--- src/rtl/mips_pkg.sv ---
// Shared MIPS pipeline definitions: default datapath widths and the
// load-size mask encoding used by the MEM/WB stage.
package mips_pkg;

    localparam int MIPS_DATA_WIDTH     = 32;
    localparam int MIPS_REG_ADDR_WIDTH = 5;

    // {mask_1, mask_2} as presented by the decoder
    typedef enum logic [1:0] {
        MASK_WORD = 2'b00,
        MASK_3B   = 2'b01,
        MASK_HALF = 2'b10,
        MASK_BYTE = 2'b11
    } mask_e;

endpackage

--- src/rtl/load_extender.sv ---
// Combinational load-data extender: selects the loaded field by mask and
// fills the upper bits with the field's sign bit, or zeros for unsigned loads.
module load_extender
    import mips_pkg::*;
#(
    parameter int DATA_WIDTH = MIPS_DATA_WIDTH
) (
    input  logic [DATA_WIDTH-1:0] data,
    input  mask_e                 mask,
    input  logic                  uns,
    output logic [DATA_WIDTH-1:0] ext
);

    logic sign;

    // Field select and sign/zero fill
    always_comb begin
        ext  = data;
        sign = 1'b0;
        case (mask)
            MASK_3B: begin
                sign = data[23] & ~uns;
                ext  = {{(DATA_WIDTH-24){sign}}, data[23:0]};
            end
            MASK_HALF: begin
                sign = data[15] & ~uns;
                ext  = {{(DATA_WIDTH-16){sign}}, data[15:0]};
            end
            MASK_BYTE: begin
                sign = data[7] & ~uns;
                ext  = {{(DATA_WIDTH-8){sign}}, data[7:0]};
            end
            default: ext = data;
        endcase
    end

endmodule

--- src/rtl/mem_wb_stage.sv ---
// MEM/WB pipeline stage. S1 captures control and the ALU result alongside
// the data-memory address; the registered memory returns load data one edge
// later, which is extended and merged into S2 (the writeback outputs).
// A hold register keeps the load data stable across stalls.
// Optional: define MEM_WB_RETIRE_CNT_EN to add a 32-bit retire counter.
module mem_wb_stage
    import mips_pkg::*;
#(
    parameter int DATA_WIDTH     = MIPS_DATA_WIDTH,
    parameter int REG_ADDR_WIDTH = MIPS_REG_ADDR_WIDTH
) (
    input  logic                      clk,
    input  logic                      rst,
    input  logic                      i_valid,
    input  logic                      i_reg_write,
    input  logic                      i_mem_to_reg,
    input  logic                      i_unsigned,
    input  logic                      i_mask_1,
    input  logic                      i_mask_2,
    input  logic [REG_ADDR_WIDTH-1:0] i_rd,
    input  logic [DATA_WIDTH-1:0]     i_alu_result,
    input  logic [DATA_WIDTH-1:0]     i_read_data,
    input  logic                      i_stall,
    input  logic                      i_flush,
    output logic                      o_wb_valid,
    output logic                      o_wb_reg_write,
    output logic [REG_ADDR_WIDTH-1:0] o_wb_rd,
    output logic [DATA_WIDTH-1:0]     o_wb_data
`ifdef MEM_WB_RETIRE_CNT_EN
    ,
    output logic [31:0]               o_retire_count
`endif
);

    logic                      s1_valid;
    logic                      s1_reg_write;
    logic                      s1_mem_to_reg;
    logic                      s1_unsigned;
    mask_e                     s1_mask;
    logic [REG_ADDR_WIDTH-1:0] s1_rd;
    logic [DATA_WIDTH-1:0]     s1_alu_result;

    logic                      hold_valid;
    logic [DATA_WIDTH-1:0]     hold_data;
    logic [DATA_WIDTH-1:0]     load_data;
    logic [DATA_WIDTH-1:0]     ext_data;
    logic [DATA_WIDTH-1:0]     wb_data;

    // S1: capture MEM-stage control with the address; flush kills the slot
    // even while stalled
    always_ff @(posedge clk) begin
        if (!rst) begin
            s1_valid      <= 1'b0;
            s1_reg_write  <= 1'b0;
            s1_mem_to_reg <= 1'b0;
            s1_unsigned   <= 1'b0;
            s1_mask       <= MASK_WORD;
            s1_rd         <= '0;
            s1_alu_result <= '0;
        end else begin
            if (!i_stall) begin
                s1_valid      <= i_valid;
                s1_reg_write  <= i_reg_write;
                s1_mem_to_reg <= i_mem_to_reg;
                s1_unsigned   <= i_unsigned;
                s1_mask       <= mask_e'({i_mask_1, i_mask_2});
                s1_rd         <= i_rd;
                s1_alu_result <= i_alu_result;
            end
            if (i_flush)
                s1_valid <= 1'b0;
        end
    end

    // Hold register: the memory output is only valid for one cycle, so grab
    // it on the first stalled edge of a pending load and reuse it on release
    always_ff @(posedge clk) begin
        if (!rst) begin
            hold_valid <= 1'b0;
            hold_data  <= '0;
        end else if (i_flush || !i_stall) begin
            hold_valid <= 1'b0;
        end else if (s1_valid && s1_mem_to_reg && !hold_valid) begin
            hold_valid <= 1'b1;
            hold_data  <= i_read_data;
        end
    end

    assign load_data = hold_valid ? hold_data : i_read_data;

    load_extender #(
        .DATA_WIDTH (DATA_WIDTH)
    ) u_ext (
        .data (load_data),
        .mask (s1_mask),
        .uns  (s1_unsigned),
        .ext  (ext_data)
    );

    assign wb_data = s1_mem_to_reg ? ext_data : s1_alu_result;

    // S2: writeback outputs; writes to r0 are suppressed here
    always_ff @(posedge clk) begin
        if (!rst) begin
            o_wb_valid     <= 1'b0;
            o_wb_reg_write <= 1'b0;
            o_wb_rd        <= '0;
            o_wb_data      <= '0;
        end else if (!i_stall) begin
            o_wb_valid     <= s1_valid;
            o_wb_reg_write <= s1_valid & s1_reg_write & (s1_rd != '0);
            o_wb_rd        <= s1_rd;
            o_wb_data      <= wb_data;
        end
    end

`ifdef MEM_WB_RETIRE_CNT_EN
    // Retire counter: one count per valid instruction entering S2
    always_ff @(posedge clk) begin
        if (!rst)
            o_retire_count <= '0;
        else if (!i_stall && s1_valid)
            o_retire_count <= o_retire_count + 32'd1;
    end
`endif

endmodule

--- config.mk ---
export PLATFORM = sky130hd
export DESIGN_NAME = mem_wb_stage
export DESIGN_NICKNAME = d
export VERILOG_FILES = /design/src/rtl/mips_pkg.sv /design/src/rtl/load_extender.sv /design/src/rtl/mem_wb_stage.sv
export SDC_FILE = /design/constraint.sdc
export NUM_CORES = 1
export LEC_CHECK = 0
export ABC_AREA = 1
export ABC_CLOCK_PERIOD_IN_PS = 1800
export CAP_MARGIN = 20
export CORE_UTILIZATION = 53
export CTS_CLUSTER_SIZE = 25
export DETAILED_ROUTE_END_ITERATION = 10
export PLACE_DENSITY = 0.85
export SLEW_MARGIN = 15
export SYNTH_ARGS = -nofsm -noshare
export SYNTH_HDL_FRONTEND = slang
export SYNTH_SLANG_ARGS = --single-unit
--- constraint.sdc ---
create_clock -name clk -period 1.8 [get_ports clk]
set_input_delay 0.27 -clock clk [delete_from_list [all_inputs] [get_ports clk]]
set_output_delay 0.27 -clock clk [all_outputs]
set_load 0.02 [all_outputs]
==> metrics.log <==
INFO  metric status = finished clean
INFO  metric grt-ovfl-total = 0
INFO  metric unrepaired_setup_endpoints_after_global_routing = no
INFO  metric timing.final.crit_period = 1.765 ns
INFO  metric p_leak = 2.668 nW
INFO  metric post_drt_wl_per_cell = 15.03 um
INFO  metric grt_first_pass_wirelength = 21.94 mm
INFO  metric fin_setup_tns = 0 ns
INFO  metric hold_endpoint = hold_valid$_SDFFE_PP0P_
INFO  metric finalWeightedCongestion = 0.8590
INFO  metric area_delta_synth_final = 37.46%
INFO  metric netlist_top_cells_area = dfxtp_1 48%, o21ai_0 13%, a21oi_1 10%
INFO  metric syn_area_per_cell = 7.321 um2
INFO  metric grt_antenna_before_repair = 1
INFO  metric setup_violations = 0
INFO  metric port_buffers = 117
INFO  metric die_area = 9460 um2
INFO  metric tritoncts.num_buffers = 17
INFO  metric clk_latency = 0.52 ns
INFO  metric synth.largest_area_cell = dfxtp_1
INFO  metric hold_viol = 0
INFO  metric top_registers = hold_data x32, o_wb_data x32, s1_alu_result x32
INFO  metric post-synth-top-count-cell = o21ai_0
INFO  metric drt_pre_antenna_iters = 6
INFO  metric synth_enable_flop_cells = 0
INFO  metric synth_mux_area_share = 0%
INFO  metric startpoint_type = register
INFO  metric layout_setup_ws = 0.03517 ns
INFO  metric fin_worst_hold_slack = 0.1556 ns
INFO  metric power_per_cell_area = 1080 nW/um2
INFO  metric rrSetupSlack = 0.24 ns
INFO  metric synthXorXnorAreaFrac = 0%
INFO  metric timing.setup.critical_path_class = reg -> out
INFO  metric synth-compound-area-share = 25.00%
INFO  metric cts_max_path_buffers = 2
INFO  metric timing.critical_path.cells = clkdlybuf4s50_1
INFO  metric io-pin-count = 118
INFO  metric worst_path_max_delay_cell = clkdlybuf4s50_1
INFO  metric timing.final.crit_share = 98.05%
INFO  metric crit_family = buffers and inverters
INFO  metric postSynthCellCount = 657
INFO  metric hold_path_class = in -> reg
INFO  metric timing.slew.headroom = 61.70%
INFO  metric cts_post_setup_buffers_inserted = 0
INFO  metric required = 1.53 ns
INFO  metric adder_cell_share_of_the_synthesized_area = 0%
INFO  metric timing.critical_path.fanout_max = 2
INFO  metric timing.rr.start = hold_valid$_SDFFE_PP0P_
INFO  metric clock_tree.root_cell = clkbuf_8
INFO  metric yosysTopAreaCellShare = 47.87%
INFO  metric htree_num_levels = 4
INFO  metric synth.ff_latch_count = 115
INFO  metric stdcell_area = 6611 um2
INFO  metric synth_fp_nets = 736
INFO  metric end_kind = primary output
INFO  metric worst_r2r_path_depth = 7
INFO  metric postSynth.topFlopCell = dfxtp_1
INFO  metric crit_buf_inv = 1
INFO  metric hpwl = 8.219 mm
INFO  metric timing.final.max_slew_violations = 0
INFO  metric detail_route.vias_per_cell = 5.590
INFO  metric routed_wl = 13.19 mm
INFO  metric antennaDiodeCount = 0
INFO  metric worst_hold_startpoint = i_stall
INFO  metric max_clock_freq = 0.5666 GHz
INFO  metric initialDrtViolationCount = 290
INFO  metric post_synthesis_simple_gate_area_fraction = 18.78%
INFO  metric async_set_or_reset_flop_fraction_in_the_synthesized_netlist = 0%
INFO  metric worst_ep_arrival_time = 1.49 ns
INFO  metric grt_start_max_net_pins = 114
INFO  metric cts.clk_slew.worst_paths = 0.05 ns
INFO  metric worst-slew-pin-transition = 0.5723 ns
INFO  metric fin_worst_skew = 0.01255 ns
INFO  metric min_path_cells = 5
INFO  metric ant_nets = 0
INFO  metric netlist-cell-type-count = 24
INFO  metric synth.yosys.seq_area_share = 47.87%
INFO  metric core_region_area = 8763 um2
INFO  metric synth_commonest_cells = 125 x o21ai_0, 115 x dfxtp_1, 109 x nor2_1
INFO  metric vias = 4908
INFO  metric globalRouteTotalUtil = 28.66%
INFO  metric critPathMaxStageDelay = 0.63 ns
INFO  metric nNetsFinal = 836
INFO  metric drv.max_cap_violation_count = 0
INFO  metric floorplan.die.height = 97.26 um
INFO  metric dp_slack = 0.1852 ns
INFO  metric synth_cell_area = 4810 um2
INFO  metric synth_top_family_by_area = compound AO/OA/AOI/OAI gates
INFO  metric floorplan.die.width = 97.26 um
INFO  metric critical_path.reg2reg.endpoint = hold_data[11]$_SDFFE_PN0P_
INFO  metric placed_cell_area = 5982 um2
INFO  metric number_of_instances_resized_during_post_cts_repair = 0
INFO  metric hold_buffers = 0
INFO  metric floorplan.initialDensity = 54.88%
INFO  metric vdd.ir_drop.worst = 544.8 uV
INFO  metric synthesis.yosys.warnings = 0
INFO  metric vias_in_the_first_global_route = 4609
INFO  metric drive_above_1_share = 8.182%
INFO  metric clkSinkCount = 115
INFO  metric drc = 0
INFO  metric rows = 34
INFO  metric tritoncts = built
## how the worst max path moves through the flow
stage / depth (start not counted) / endpoint / startpoint
after floorplan: 7 / hold_data[16]$_SDFFE_PN0P_ / s1_mem_to_reg$_SDFFE_PN0N_
after global placement: 7 / hold_data[23]$_SDFFE_PN0P_ / i_flush
after detailed placement: 7 / hold_data[13]$_SDFFE_PN0P_ / i_flush
after CTS: 1 / o_wb_data[12] / o_wb_data[12]$_SDFFE_PN0N_
after global routing: 1 / o_wb_data[7] / o_wb_data[7]$_SDFFE_PN0N_
final: 1 / o_wb_data[7] / o_wb_data[7]$_SDFFE_PN0N_
## layout by cell type, fill, tap and decap left out
| cell type | synthesis | layout |
|---|---|---|
| dfxtp_1 | 115 | 115 |
| nand3_1 | 8 | 8 |
| clkbuf_8 | 0 | 3 |
| or2_2 | 8 | 8 |
| clkbuf_16 | 0 | 16 |
| nand2_2 | 3 | 3 |
| nand4_1 | 10 | 10 |
| buf_12 | 0 | 3 |
| o21ai_1 | 8 | 8 |
| a31oi_1 | 1 | 1 |
| buf_2 | 15 | 2 |
| o22ai_1 | 8 | 8 |
| clkinv_2 | 0 | 2 |
| a21oi_1 | 96 | 96 |
| clkinv_1 | 1 | 1 |
| nand2_1 | 71 | 71 |
| clkbuf_1 | 21 | 1 |
| clkinv_4 | 0 | 2 |
| nand3_2 | 1 | 1 |
| bufinv_16 | 0 | 4 |
| o21ai_0 | 125 | 125 |
| dlymetal6s2s_1 | 0 | 2 |
| inv_2 | 3 | 3 |
| nand2_4 | 3 | 3 |
| buf_4 | 5 | 8 |
| nor2_1 | 109 | 109 |
| nor2_2 | 1 | 1 |
| nor4_1 | 1 | 1 |
| clkdlybuf4s50_1 | 0 | 113 |
| clkinvlp_4 | 0 | 3 |
| inv_1 | 38 | 38 |
| inv_6 | 0 | 1 |
## cell families (layout without fill, tap and decap cells)
family,Yosys count,in the layout
and+or+nand+nor,215,215
DFF,115,115
AOI/OAI and AO/OA,238,238
buffers and inverters,89,202
## area by class of cell
cell class	instances	area, um2
Tap cell	108	135.1
Clock inverter	12	178.9
Fill cell	628	2152
Sequential cell	115	2302
Multi-Input combinational cell	453	2106
Clock buffer	20	445.4
Inverter	42	157.7
Timing Repair Buffer	128	1286
## per-layer routing
| layer | GRT usage [%] | vias up | share of wire, % |
|---|---|---|---|
| met3 | 7.410 | 33 | 7.5 |
| met1 | 36.18 | 2276 | 43 |
| met2 | 46.53 | 213 | 47 |
| met4 | 11.99 | 2 | 2.5 |
| met5 | 0 | - | 0.083 |
| li1 | - | 2384 | - |
## power breakdown
group | internal, W | switching, W
Sequential | 0.00268 | 0.0000736
Clock | 0.00232 | 0.00119
Combinational | 0.000418 | 0.000456
Total | 0.00542 | 0.00172
## through the flow
step                      power, W  cells  utilization (%)
after global placement    0.003637    846            68.26
after detailed placement  0.003661    846            68.26
final                     0.007139    878            75.44
after floorplan           0.003250    657                -
after global routing      0.007368    878            75.44
after CTS                 0.007150    878            75.39
Power figures use the tool's default switching activity.
